<file path="src/rtl/ddmtd_lock_ctrl_if.sv">
// Control/status bundle for ddmtd_lock_ctrl: run request, phase-error stream
// and lock-state outputs. The master drives the request side, the slave reports status.
interface ddmtd_lock_ctrl_if #(
  parameter int unsigned ERR_W = 16
);
  logic                    ena;
  logic                    start;
  logic                    phase_valid;
  logic signed [ERR_W-1:0] phase_err;
  logic                    sel_close;
  logic                    gain_fast;
  logic                    lf_hold;
  logic                    locked;
  logic                    lock_lost;
  logic                    fault;
  logic [2:0]              state;

  modport master (
    output ena, start, phase_valid, phase_err,
    input  sel_close, gain_fast, lf_hold, locked, lock_lost, fault, state
  );

  modport slave (
    input  ena, start, phase_valid, phase_err,
    output sel_close, gain_fast, lf_hold, locked, lock_lost, fault, state
  );
endinterface

</file>
<file path="src/rtl/ddmtd_lock_ctrl.sv">
// DDMTD lock sequencer: IDLE -> SETTLE -> ACQ -> TRACK -> LOCKED with registered outputs.
// Define DDMTD_ACQ_TIMEOUT_EN to enable the ACQ/TRACK watchdog and the FAULT state.
module ddmtd_lock_ctrl #(
  parameter int unsigned ERR_W       = 16,
  parameter int unsigned SETTLE_CYC  = 256,
  parameter int unsigned ACQ_THR     = 2048,
  parameter int unsigned ACQ_CNT     = 8,
  parameter int unsigned LOCK_THR    = 256,
  parameter int unsigned LOCK_CNT    = 32,
  parameter int unsigned UNLOCK_CNT  = 4,
  parameter int unsigned TIMEOUT_CYC = 1048576
) (
  input logic              clk,
  input logic              rst_n,
  ddmtd_lock_ctrl_if.slave bus
);

  typedef enum logic [2:0] {
    S_IDLE   = 3'd0,
    S_SETTLE = 3'd1,
    S_ACQ    = 3'd2,
    S_TRACK  = 3'd3,
    S_LOCKED = 3'd4,
    S_FAULT  = 3'd5
  } state_t;

  localparam int unsigned CNT_MAX = (ACQ_CNT > LOCK_CNT)
                                    ? ((ACQ_CNT > UNLOCK_CNT) ? ACQ_CNT : UNLOCK_CNT)
                                    : ((LOCK_CNT > UNLOCK_CNT) ? LOCK_CNT : UNLOCK_CNT);
  localparam int unsigned CNT_W   = $clog2(CNT_MAX + 1);
  localparam int unsigned SET_W   = $clog2(SETTLE_CYC + 1);

  if (SETTLE_CYC == 0 || ACQ_CNT == 0 || LOCK_CNT == 0 || UNLOCK_CNT == 0 ||
      TIMEOUT_CYC == 0 || LOCK_THR > ACQ_THR) begin : g_bad_cfg
    $error("ddmtd_lock_ctrl: invalid parameter set");
  end

  state_t             state_q, state_d;
  logic [CNT_W-1:0]   cnt_q, cnt_d;
  logic [SET_W-1:0]   set_q, set_d;
  logic               sel_q, gain_q, hold_q, locked_q, lost_q;
  logic               sel_d, gain_d, hold_d, locked_d, lost_d;

  logic signed [ERR_W-1:0] perr;
  logic [ERR_W-1:0]        err_abs;
  logic                    acq_ok, lock_ok;

  // Most-negative input has no positive twin; saturate it to the largest magnitude.
  assign perr = bus.phase_err;
  always_comb begin
    if (perr[ERR_W-1] && (perr[ERR_W-2:0] == '0)) err_abs = {1'b0, {(ERR_W-1){1'b1}}};
    else if (perr[ERR_W-1])                          err_abs = -perr;
    else                                             err_abs = perr;
  end
  assign acq_ok  = (32'(err_abs) <= ACQ_THR);
  assign lock_ok = (32'(err_abs) <= LOCK_THR);

`ifdef DDMTD_ACQ_TIMEOUT_EN
  localparam int unsigned WD_W = $clog2(TIMEOUT_CYC + 1);
  logic [WD_W-1:0] wd_q, wd_d;
  logic            wd_run, wd_expired;
  assign wd_run     = (state_q == S_ACQ) || (state_q == S_TRACK);
  assign wd_expired = wd_run && (wd_q == WD_W'(TIMEOUT_CYC - 1));
`endif

  // Next state and counters.
  always_comb begin
    state_d = state_q;
    cnt_d   = cnt_q;
    set_d   = '0;
    case (state_q)
      S_IDLE: if (bus.start) state_d = S_SETTLE;
      S_SETTLE: begin
        if (set_q == SET_W'(SETTLE_CYC - 1)) state_d = S_ACQ;
        else                                  set_d   = set_q + SET_W'(1);
      end
      S_ACQ: if (bus.phase_valid) begin
        if (!acq_ok)                             cnt_d   = '0;
        else if (cnt_q == CNT_W'(ACQ_CNT - 1))   state_d = S_TRACK;
        else                                     cnt_d   = cnt_q + CNT_W'(1);
      end
      S_TRACK: if (bus.phase_valid) begin
        if (!acq_ok)                             state_d = S_ACQ;
        else if (!lock_ok)                       cnt_d   = '0;
        else if (cnt_q == CNT_W'(LOCK_CNT - 1))  state_d = S_LOCKED;
        else                                     cnt_d   = cnt_q + CNT_W'(1);
      end
      S_LOCKED: if (bus.phase_valid) begin
        if (lock_ok)                             cnt_d   = '0;
        else if (cnt_q == CNT_W'(UNLOCK_CNT - 1)) state_d = S_ACQ;
        else                                     cnt_d   = cnt_q + CNT_W'(1);
      end
      S_FAULT: state_d = S_FAULT;
      default: state_d = S_IDLE;
    endcase
`ifdef DDMTD_ACQ_TIMEOUT_EN
    if (wd_expired) state_d = S_FAULT;
`endif
    if (!bus.start) state_d = S_IDLE;
    if (state_d != state_q) begin
      cnt_d = '0;
      set_d = '0;
    end
  end

`ifdef DDMTD_ACQ_TIMEOUT_EN
  always_comb begin
    wd_d = '0;
    if (wd_run && ((state_d == S_ACQ) || (state_d == S_TRACK))) wd_d = wd_q + WD_W'(1);
  end
`endif

  // Outputs decoded from the next state so they register alongside it.
  always_comb begin
    sel_d    = 1'b0;
    gain_d   = 1'b0;
    hold_d   = 1'b0;
    locked_d = 1'b0;
    case (state_d)
      S_SETTLE: begin sel_d = 1'b1; gain_d = 1'b1; hold_d = 1'b1; end
      S_ACQ:    begin sel_d = 1'b1; gain_d = 1'b1; end
      S_TRACK:  sel_d = 1'b1;
      S_LOCKED: begin sel_d = 1'b1; locked_d = 1'b1; end
      default:  ;
    endcase
    lost_d = (state_q == S_LOCKED) && (state_d == S_ACQ);
  end

  always_ff @(posedge clk or negedge rst_n) begin
    if (!rst_n) begin
      state_q  <= S_IDLE;
      cnt_q    <= '0;
      set_q    <= '0;
      sel_q    <= 1'b0;
      gain_q   <= 1'b0;
      hold_q   <= 1'b0;
      locked_q <= 1'b0;
      lost_q   <= 1'b0;
    end else if (bus.ena) begin
      state_q  <= state_d;
      cnt_q    <= cnt_d;
      set_q    <= set_d;
      sel_q    <= sel_d;
      gain_q   <= gain_d;
      hold_q   <= hold_d;
      locked_q <= locked_d;
      lost_q   <= lost_d;
    end else begin
      lost_q   <= 1'b0;
    end
  end

`ifdef DDMTD_ACQ_TIMEOUT_EN
  logic fault_q;
  always_ff @(posedge clk or negedge rst_n) begin
    if (!rst_n) begin
      wd_q    <= '0;
      fault_q <= 1'b0;
    end else if (bus.ena) begin
      wd_q    <= wd_d;
      fault_q <= (state_d == S_FAULT);
    end
  end
  assign bus.fault = fault_q;
`else
  assign bus.fault = 1'b0;
`endif

  assign bus.state     = state_q;
  assign bus.sel_close = sel_q;
  assign bus.gain_fast = gain_q;
  assign bus.lf_hold   = hold_q;
  assign bus.locked    = locked_q;
  assign bus.lock_lost = lost_q;

endmodule
</file>
<file path="src/flat_wrapper.sv">
// flat-port wrapper written by rule: the top's interface ports become plain ports
module ddmtd_lock_ctrl_flat 
#(
  parameter int unsigned ERR_W       = 16,
  parameter int unsigned SETTLE_CYC  = 256,
  parameter int unsigned ACQ_THR     = 2048,
  parameter int unsigned ACQ_CNT     = 8,
  parameter int unsigned LOCK_THR    = 256,
  parameter int unsigned LOCK_CNT    = 32,
  parameter int unsigned UNLOCK_CNT  = 4,
  parameter int unsigned TIMEOUT_CYC = 1048576
)
  (clk, rst_n, bus_ena, bus_start, bus_phase_valid, bus_phase_err, bus_sel_close, bus_gain_fast, bus_lf_hold, bus_locked, bus_lock_lost, bus_fault, bus_state);
  ddmtd_lock_ctrl_if #(.ERR_W(ERR_W)) bus_i ();
  input logic clk;
  input logic rst_n;
  input wire logic [$bits(bus_i.ena)-1:0] bus_ena;
  input wire logic [$bits(bus_i.start)-1:0] bus_start;
  input wire logic [$bits(bus_i.phase_valid)-1:0] bus_phase_valid;
  input wire logic [$bits(bus_i.phase_err)-1:0] bus_phase_err;
  output wire logic [$bits(bus_i.sel_close)-1:0] bus_sel_close;
  output wire logic [$bits(bus_i.gain_fast)-1:0] bus_gain_fast;
  output wire logic [$bits(bus_i.lf_hold)-1:0] bus_lf_hold;
  output wire logic [$bits(bus_i.locked)-1:0] bus_locked;
  output wire logic [$bits(bus_i.lock_lost)-1:0] bus_lock_lost;
  output wire logic [$bits(bus_i.fault)-1:0] bus_fault;
  output wire logic [$bits(bus_i.state)-1:0] bus_state;
  assign bus_i.ena = bus_ena;
  assign bus_i.start = bus_start;
  assign bus_i.phase_valid = bus_phase_valid;
  assign bus_i.phase_err = bus_phase_err;
  assign bus_sel_close = bus_i.sel_close;
  assign bus_gain_fast = bus_i.gain_fast;
  assign bus_lf_hold = bus_i.lf_hold;
  assign bus_locked = bus_i.locked;
  assign bus_lock_lost = bus_i.lock_lost;
  assign bus_fault = bus_i.fault;
  assign bus_state = bus_i.state;
  ddmtd_lock_ctrl #(.ERR_W(ERR_W), .SETTLE_CYC(SETTLE_CYC), .ACQ_THR(ACQ_THR), .ACQ_CNT(ACQ_CNT), .LOCK_THR(LOCK_THR), .LOCK_CNT(LOCK_CNT), .UNLOCK_CNT(UNLOCK_CNT), .TIMEOUT_CYC(TIMEOUT_CYC)) u_core (.clk(clk), .rst_n(rst_n), .bus(bus_i));
endmodule
</file>
<file path="config.mk">
export PLATFORM = sky130hd
export DESIGN_NAME = ddmtd_lock_ctrl_flat
export DESIGN_NICKNAME = d
export VERILOG_FILES = /design/src/rtl/ddmtd_lock_ctrl_if.sv /design/src/rtl/ddmtd_lock_ctrl.sv /design/src/flat_wrapper.sv
export SDC_FILE = /design/constraint.sdc
export NUM_CORES = 1
export LEC_CHECK = 0
export CORE_ASPECT_RATIO = 1.1
export CORE_MARGIN = 1
export CORE_UTILIZATION = 30
export CTS_CLUSTER_SIZE = 8
export DETAILED_ROUTE_END_ITERATION = 7
export HOLD_SLACK_MARGIN = 0.03
export PLACE_DENSITY = 0.58
export SLEW_MARGIN = 20
export SYNTH_ARGS = -nofsm -noshare
export SYNTH_HDL_FRONTEND = slang
export SYNTH_SLANG_ARGS = --single-unit
</file>
<file path="constraint.sdc">
create_clock -name clk -period 3.35 [get_ports clk]
set_clock_uncertainty 0.1 [all_clocks]
set_input_delay 0.5025 -clock clk [delete_from_list [all_inputs] [get_ports clk]]
set_output_delay 0.5025 -clock clk [all_outputs]
set_load 0.05 [all_outputs]
</file>
==> impl_metrics.py, run 1 <==
metrics = {
    "setup_path": {
        "reg2reg_depth": 11,
        "cp-end-kind": "flop",
        "worstPathArrival_ns": 3.38,
        "regToRegSetupSlack_ns": 0.31,
        "critPathLaunchType": "input port",
        "crit_type": "input port to flop",
        "cp_max_fo": 4,
        "required_ns": 3.43,
    },
    "sta": {
        "finalSetupViolCount": 0,
        "slew_viol_final": 0,
        "fin_crit_sh_pct": 98.4,
        "hold_slack_ns": 0.382,
        "grt_setup_unrepaired": "true",
        "period_needed_ns": 3.30,
        "layout_setup_ws_ns": 0.0532,
        "tightest_slew_ns": 0.542,
        "fmax_mhz": 303,
        "final_hold_viol_count": 0,
        "slew-limit-headroom_pct": 63.8,
    },
    "synthesis": {
        "syn-cell-area_sq_um": 2040,
        "ys_ff_latch": 23,
        "synth_fp_nets": 275,
        "synth_warnings": 0,
        "synth_cells": 251,
        "synth-edff-count": 0,
        "synthArstFlopShare_pct": 100,
        "ys_top_cells_by_area": "dfrtp_1 (28%), nand2_1 (4.8%), nand3_1 (3.2%)",
        "synth.avg_cell_area_sq_um": 8.13,
        "seq_area_frac_synth_pct": 28.2,
        "synth.top_cell.area_share_pct": 28.2,
        "synth_cell_types": 66,
        "synth_flop_cell": "dfrtp_1",
        "yosys.area.top_type": "dfrtp_1",
    },
    "layout": {
        "n_fill_cell": 628,
        "mostFrequentLayoutCells": "buf_4 (57), nand2_1 (25), dfrtp_1 (23)",
        "final_common_cell": "buf_4",
        "layout-drive-gt1-share_pct": 33.6,
        "diodes": 0,
        "fin_cells": 418,
        "syn_to_final_growth_pct": 49.5,
        "final_nets": 361,
        "design_area_sq_um": 3050,
    },
    "power_and_ir_drop": {
        "vdd_drop_max_mv": 0.264,
        "power.density_nw_per_um2": 233,
        "switching_share_pct": 31.4,
        "finalPower_mw": 0.711,
        "internal_power_mw": 0.488,
        "p_comb_share_pct": 35.2,
        "clock_power_share_pct": 23.9,
        "p_seq_share_pct": 40.9,
        "leakagePower_nw": 1.24,
        "switching_power_mw": 0.224,
    },
    "global_route": {
        "grt_overflow": 0,
        "grt_util_all_layers_pct": 16.8,
        "antenna_found_initial": 0,
        "grt_max_degree": 24,
        "grt_pass1_vias": 2150,
        "grt_pass1_wl_um": 9630,
    },
    "clock_tree": {
        "cts_num_sinks": 23,
        "cts_buffers": 3,
        "cts_max_path_buffers": 2,
        "ctsRootBufferMaster": "clkbuf_8",
        "cts_hold_buf": 0,
        "clock_latency_ns": 0.26,
        "htreeDepth": 1,
        "cts_tree": "built",
        "path_clk_slew_ns": 0.08,
    },
    "drt": {
        "vias": 2249,
        "first_iter_violations": 123,
        "wire_per_inst_um": 14.1,
        "drc_errors": 0,
        "drt_pass1_iterations": 5,
        "vias_per_cell": 5.38,
        "drt_wl_total_um": 5890,
        "postRouteAntennaNets": 0,
    },
    "place": {
        "gp_congestion": 0.810,
        "io_buffers": 28,
        "placed_cell_area_sq_um": 2780,
        "hpwl_um": 4360,
        "pre_cts_ws_ns": -0.667,
        "dp.cells": 405,
    },
    "floorplan": {
        "die_y_um": 88.5,
        "die_area_sq_um": 7140,
        "ios": 30,
        "core_region_area_sq_um": 6590,
        "fp.dieW_um": 80.6,
        "rows": 31,
        "floorplan.initialDensity_pct": 30.9,
    },
    "outcome": {
        "status": "complete, no violations",
    },
    "hold_path": {
        "whs_path_depth": 1,
        "hold_path_class": "flop to flop",
    },
    "flow_run": {
        "cap_violations": 0,
    },
}
==> layout make-up <==
class	instances	area (sq um)	area share [%]
Multi-Input combinational cell	203	1520	49.8
Clock buffer	4	45.0	1.48
Sequential cell	23	576	18.9
Inverter	17	66.3	2.17
Timing Repair Buffer	89	742	24.3
Tap cell	82	103	3.36
==> per-stage QoR <==
step                       TNS, ns  utilization [%]
after global routing        -0.357             46.3
after CTS                 -0.00904             45.0
after global placement      -11.63             42.2
final                            0             46.3
after floorplan                  0                -
after detailed placement    -11.90             42.2
==> flip-flops by register name (all words and copies together), names as in the netlist <==
signal                flops
u_core.bus.lock_lost      1
u_core.cnt_q              6
u_core.bus.state          3
u_core.set_q              9
u_core.bus.locked         1
u_core.bus.sel_close      1
u_core.bus.lf_hold        1
u_core.bus.gain_fast      1
==> timing repair <==
action	CTS	global route
setup endpoints to repair	23	17
setup buffers	7	2
pin swaps	14	14
resized for setup	49	20
hold endpoints to repair	0	0
==> worst max-delay path, cell delays in order <==
cell      delay, ns
buf_6          0.09
or4_4          0.53
buf_4          0.15
buf_6          0.11
o41a_1         0.38
buf_4          0.15
a22o_1         0.18
o32a_1         0.35
a221o_1        0.41
nor2_4         0.19
nand4_4        0.16
o221ai_2       0.17
==> worst paths after layout <==
kind / from / to
worst min-delay path: u_core.set_q[8] / u_core.set_q[8]
max in group asynchronous: rst_n / u_core.cnt_q[0]
worst max register to register: u_core.cnt_q[0] / u_core.cnt_q[0]
worst max-delay path: bus_phase_err[9] / u_core.cnt_q[3]
min in group asynchronous: rst_n / u_core.bus.state[2]
worst min register to register: u_core.set_q[8] / u_core.set_q[8]
==> cell usage after synthesis, drive strengths merged (2+ instances only) <==
| library cell | instances |
|---|---|
| a311oi | 3 |
| ha | 3 |
| nand3 | 13 |
| a41o | 2 |
| a211o | 3 |
| mux2i | 6 |
| inv | 17 |
| a31oi | 4 |
| xor2 | 2 |
| buf | 2 |
| nand2 | 26 |
| nand4 | 6 |
| or2 | 4 |
| a21oi | 11 |
| o21ai | 12 |
| a22o | 2 |
| nor2 | 17 |
| nand2b | 5 |
| a31o | 3 |
| clkbuf | 6 |
| o31ai | 2 |
| nor4 | 6 |
| a221o | 2 |
| a211oi | 6 |
| o2bb2ai | 4 |
| o21a | 3 |
| nor2b | 4 |
| dfrtp | 23 |
| and3 | 5 |
| o22ai | 2 |
| o41ai | 4 |
| o221ai | 4 |
| and2b | 2 |
| or3 | 2 |
| nor3 | 14 |
| mux2 | 2 |
==> power by group through the flow <==
stage	combinational (mW)	sequential, mW	clock (mW)
after floorplan	0.0923	0.315	0
after CTS	0.241	0.291	0.182
after global routing	0.271	0.292	0.190
final	0.250	0.291	0.170
after global placement	0.226	0.296	0
after detailed placement	0.226	0.296	0
==> cell families after synthesis <==
family,share of synthesized area [%]
AO/OA/AOI/OAI,30.2
buffers and inverters,4.84
AND/OR/NAND/NOR,29.4
flip-flops,28.2
XOR/XNOR,1.29
adder cells (fa/ha/maj),1.84
multiplexers,4.05
other,0.184
==> routing by layer <==
metal	vias to the layer above	wire (um)	global-route usage, %
met5	-	0	0
met4	0	95	3.90
met3	10	141	2.47
met2	39	2930	29.4
met1	1059	2720	21.6
li1	1141	-	-
No activity file was read; power rests on OpenSTA's default activity.
==> run 2: changes to the inputs <==
--- a/config.mk
+++ b/config.mk
@@ -5,6 +5,7 @@
 export SDC_FILE = /design/constraint.sdc
 export NUM_CORES = 1
 export LEC_CHECK = 0
+export CAP_MARGIN = 20
 export CORE_ASPECT_RATIO = 1.1
 export CORE_MARGIN = 1
 export CORE_UTILIZATION = 30
==> results of run 2 <==
The final DEF is identical to that of run 1; final timing and power are the same.
==> run 3: changes to the inputs <==
--- a/config.mk
+++ b/config.mk
@@ -13,7 +13,8 @@
 export DETAILED_ROUTE_END_ITERATION = 7
 export HOLD_SLACK_MARGIN = 0.03
 export PLACE_DENSITY = 0.58
-export SLEW_MARGIN = 20
+export REMOVE_ABC_BUFFERS = 1
+export SLEW_MARGIN = 10
 export SYNTH_ARGS = -nofsm -noshare
 export SYNTH_HDL_FRONTEND = slang
 export SYNTH_SLANG_ARGS = --single-unit
==> run 3 against run 2 <==
Critical path depth down 3. Setup slack improved by 0.027 ns. Register-to-register slack worse by 0.02 ns. Via count up 0.44%. Largest cell class unchanged. Largest power group unchanged.
==> impl_metrics.py, run 3 (synthesis results as in run 1) <==
metrics = {
    "floorplan": {
        "core_region_area_sq_um": 6590,
        "floorplan.initialDensity_pct": 30.9,
        "die_area_sq_um": 7140,
        "die_y_um": 88.5,
        "fp.dieW_um": 80.6,
        "ios": 30,
        "rows": 31,
    },
    "drt": {
        "first_iter_violations": 74,
        "drt_pass1_iterations": 4,
        "wire_per_inst_um": 14.1,
        "met1Wirelength_um": 2570,
        "postRouteAntennaNets": 0,
        "drc_errors": 0,
        "wl_met2_um": 3020,
        "drt_wl_total_um": 5830,
        "vias": 2259,
        "vias_per_cell": 5.46,
        "top_layer": "met4",
        "routed-wl-met3_um": 189,
    },
    "clock_tree": {
        "cts_hold_buf": 0,
        "cts_max_path_buffers": 2,
        "cts_tree": "built",
        "ctsRootBufferMaster": "clkbuf_8",
        "path_clk_slew_ns": 0.08,
        "htreeDepth": 1,
        "cts_num_sinks": 23,
        "clock_latency_ns": 0.26,
        "cts_buffers": 3,
    },
    "power_and_ir_drop": {
        "finalPower_mw": 0.705,
        "leakagePower_nw": 1.24,
        "power.density_nw_per_um2": 229,
        "vdd_drop_max_mv": 0.203,
    },
    "global_route": {
        "grt_max_degree": 24,
        "grt_overflow": 0,
        "grt_pass1_vias": 2231,
        "grt_pass1_wl_um": 9870,
        "grt_util_all_layers_pct": 17.1,
        "antenna_found_initial": 0,
    },
    "setup_path": {
        "worstPathArrival_ns": 3.36,
        "critPathMaxStageDelay_ns": 0.53,
        "regToRegSetupSlack_ns": 0.29,
        "required_ns": 3.44,
        "cp-end-kind": "flop",
        "cp_max_fo": 4,
        "cp_top_family": "compound AO/OA/AOI/OAI gates",
        "slowest_stage": "or4b_4",
        "path_cells": "dlygate4sd2_1 -> or4b_4 -> o41a_1 -> a211o_1 -> o31a_1 -> a2111o_1 -> or2_4 -> buf_6 -> o21ai_1",
        "critPathLaunchType": "input port",
        "crit_type": "input port to flop",
        "crit_buf_inv": 2,
    },
    "place": {
        "gp_congestion": 0.813,
        "hpwl_um": 4480,
        "io_buffers": 28,
        "dp.cells": 403,
        "pre_cts_ws_ns": -0.681,
    },
    "outcome": {
        "status": "complete, no violations",
    },
    "sta": {
        "period_needed_ns": 3.27,
        "slew_viol_final": 0,
        "fin_crit_sh_pct": 97.6,
        "finalSetupViolCount": 0,
        "fmax_mhz": 306,
        "setup_tns_ns": 0,
        "final_hold_viol_count": 0,
        "tightest_slew_ns": 0.619,
        "slew-limit-headroom_pct": 58.4,
        "layout_setup_ws_ns": 0.0802,
    },
    "layout": {
        "layout-drive-gt1-share_pct": 33.4,
        "fin_cells": 414,
        "syn_to_final_growth_pct": 51.0,
        "largest_register_ff_count": 9,
        "n_fill_cell": 655,
        "regMostFlops": "u_core.set_q",
        "final_common_cell": "buf_4",
        "diodes": 0,
        "final_nets": 357,
        "mostFrequentLayoutCells": "buf_4 (52), nand2_1 (26), dfrtp_1 (23)",
    },
    "flow_run": {
        "cap_violations": 0,
    },
    "hold_path": {
        "hold_path_class": "flop to flop",
    },
}
[run 3: cell count changes in the layout (fill, tap and decap cells not counted), sizes merged]
cell | previous run | this run
dlymetal6s2s | 0 | 1
clkdlybuf4s50 | 16 | 17
clkinv | 0 | 1
clkbuf | 5 | 3
buf | 66 | 59
dlygate4sd2 | 3 | 4
clkdlybuf4s15 | 3 | 4
[run 3: through the flow]
| step | instance area (sq um) | utilization, % | hold slack, ns |
|---|---|---|---|
| 3_3_place_gp | 2760 | 41.9 | 0.367 |
| 5_1_grt | 3080 | 46.7 | 0.415 |
| 6_report | 3080 | 46.7 | 0.382 |
| 2_1_floorplan | 2010 | - | 0.107 |
| 4_1_cts | 2920 | 44.3 | 0.390 |
| 3_5_place_dp | 2760 | 41.9 | 0.371 |
[run 3: worst register-to-register path, stage by stage, from the launching register on]
cell	delay, ns
dfrtp_1	0.39
ha_1	0.20
nor4b_1	0.36
and4_1	0.28
nand2_1	0.08
a211o_1	0.27
o31a_1	0.29
a2111o_1	0.48
or2_4	0.29
buf_6	0.12
o21ai_1	0.12
[run 3: report_power, final]
part | switching, mW | internal, mW | total, mW
logic | 0.135 | 0.113 | 0.249
clock network | 0.0831 | 0.0828 | 0.166
registers | 0.00561 | 0.285 | 0.291
[run 3: path summary, 6_finish.rpt]
path	from	endpoint	cells past startpoint
setup / recovery	bus_phase_err[2]	u_core.set_q[2]	9
hold / removal	u_core.set_q[8]	u_core.set_q[8]	1
setup reg to reg	u_core.cnt_q[0]	u_core.set_q[2]	10
hold reg to reg	u_core.set_q[8]	u_core.set_q[8]	1
max in group asynchronous	rst_n	u_core.cnt_q[3]	2
min in group asynchronous	rst_n	u_core.bus.locked	2
[run 3: final cells by class]
type	instances	area (sq um)	share of cell area (%)
multi-input cells	203	1570	50.8
well taps	82	103	3.33
clock inverters	1	5.00	0.162
repair buffers	85	727	23.6
clock buffers	3	41.3	1.34
flip-flops and latches	23	576	18.7
inverters	17	63.8	2.07
[run 3: repair_timing]
action	in CTS	in global routing
buffers inserted	5	3
pin swaps	16	18
endpoints found under the setup margin	23	16
gates resized for setup	38	28
[run 3: layer usage]
layer  global-route usage (%)  up-vias
met1                     21.0     1093
met2                     31.4       32
met5                        0        -
met4                     5.03        0
li1                         -     1128
met3                     1.96        6
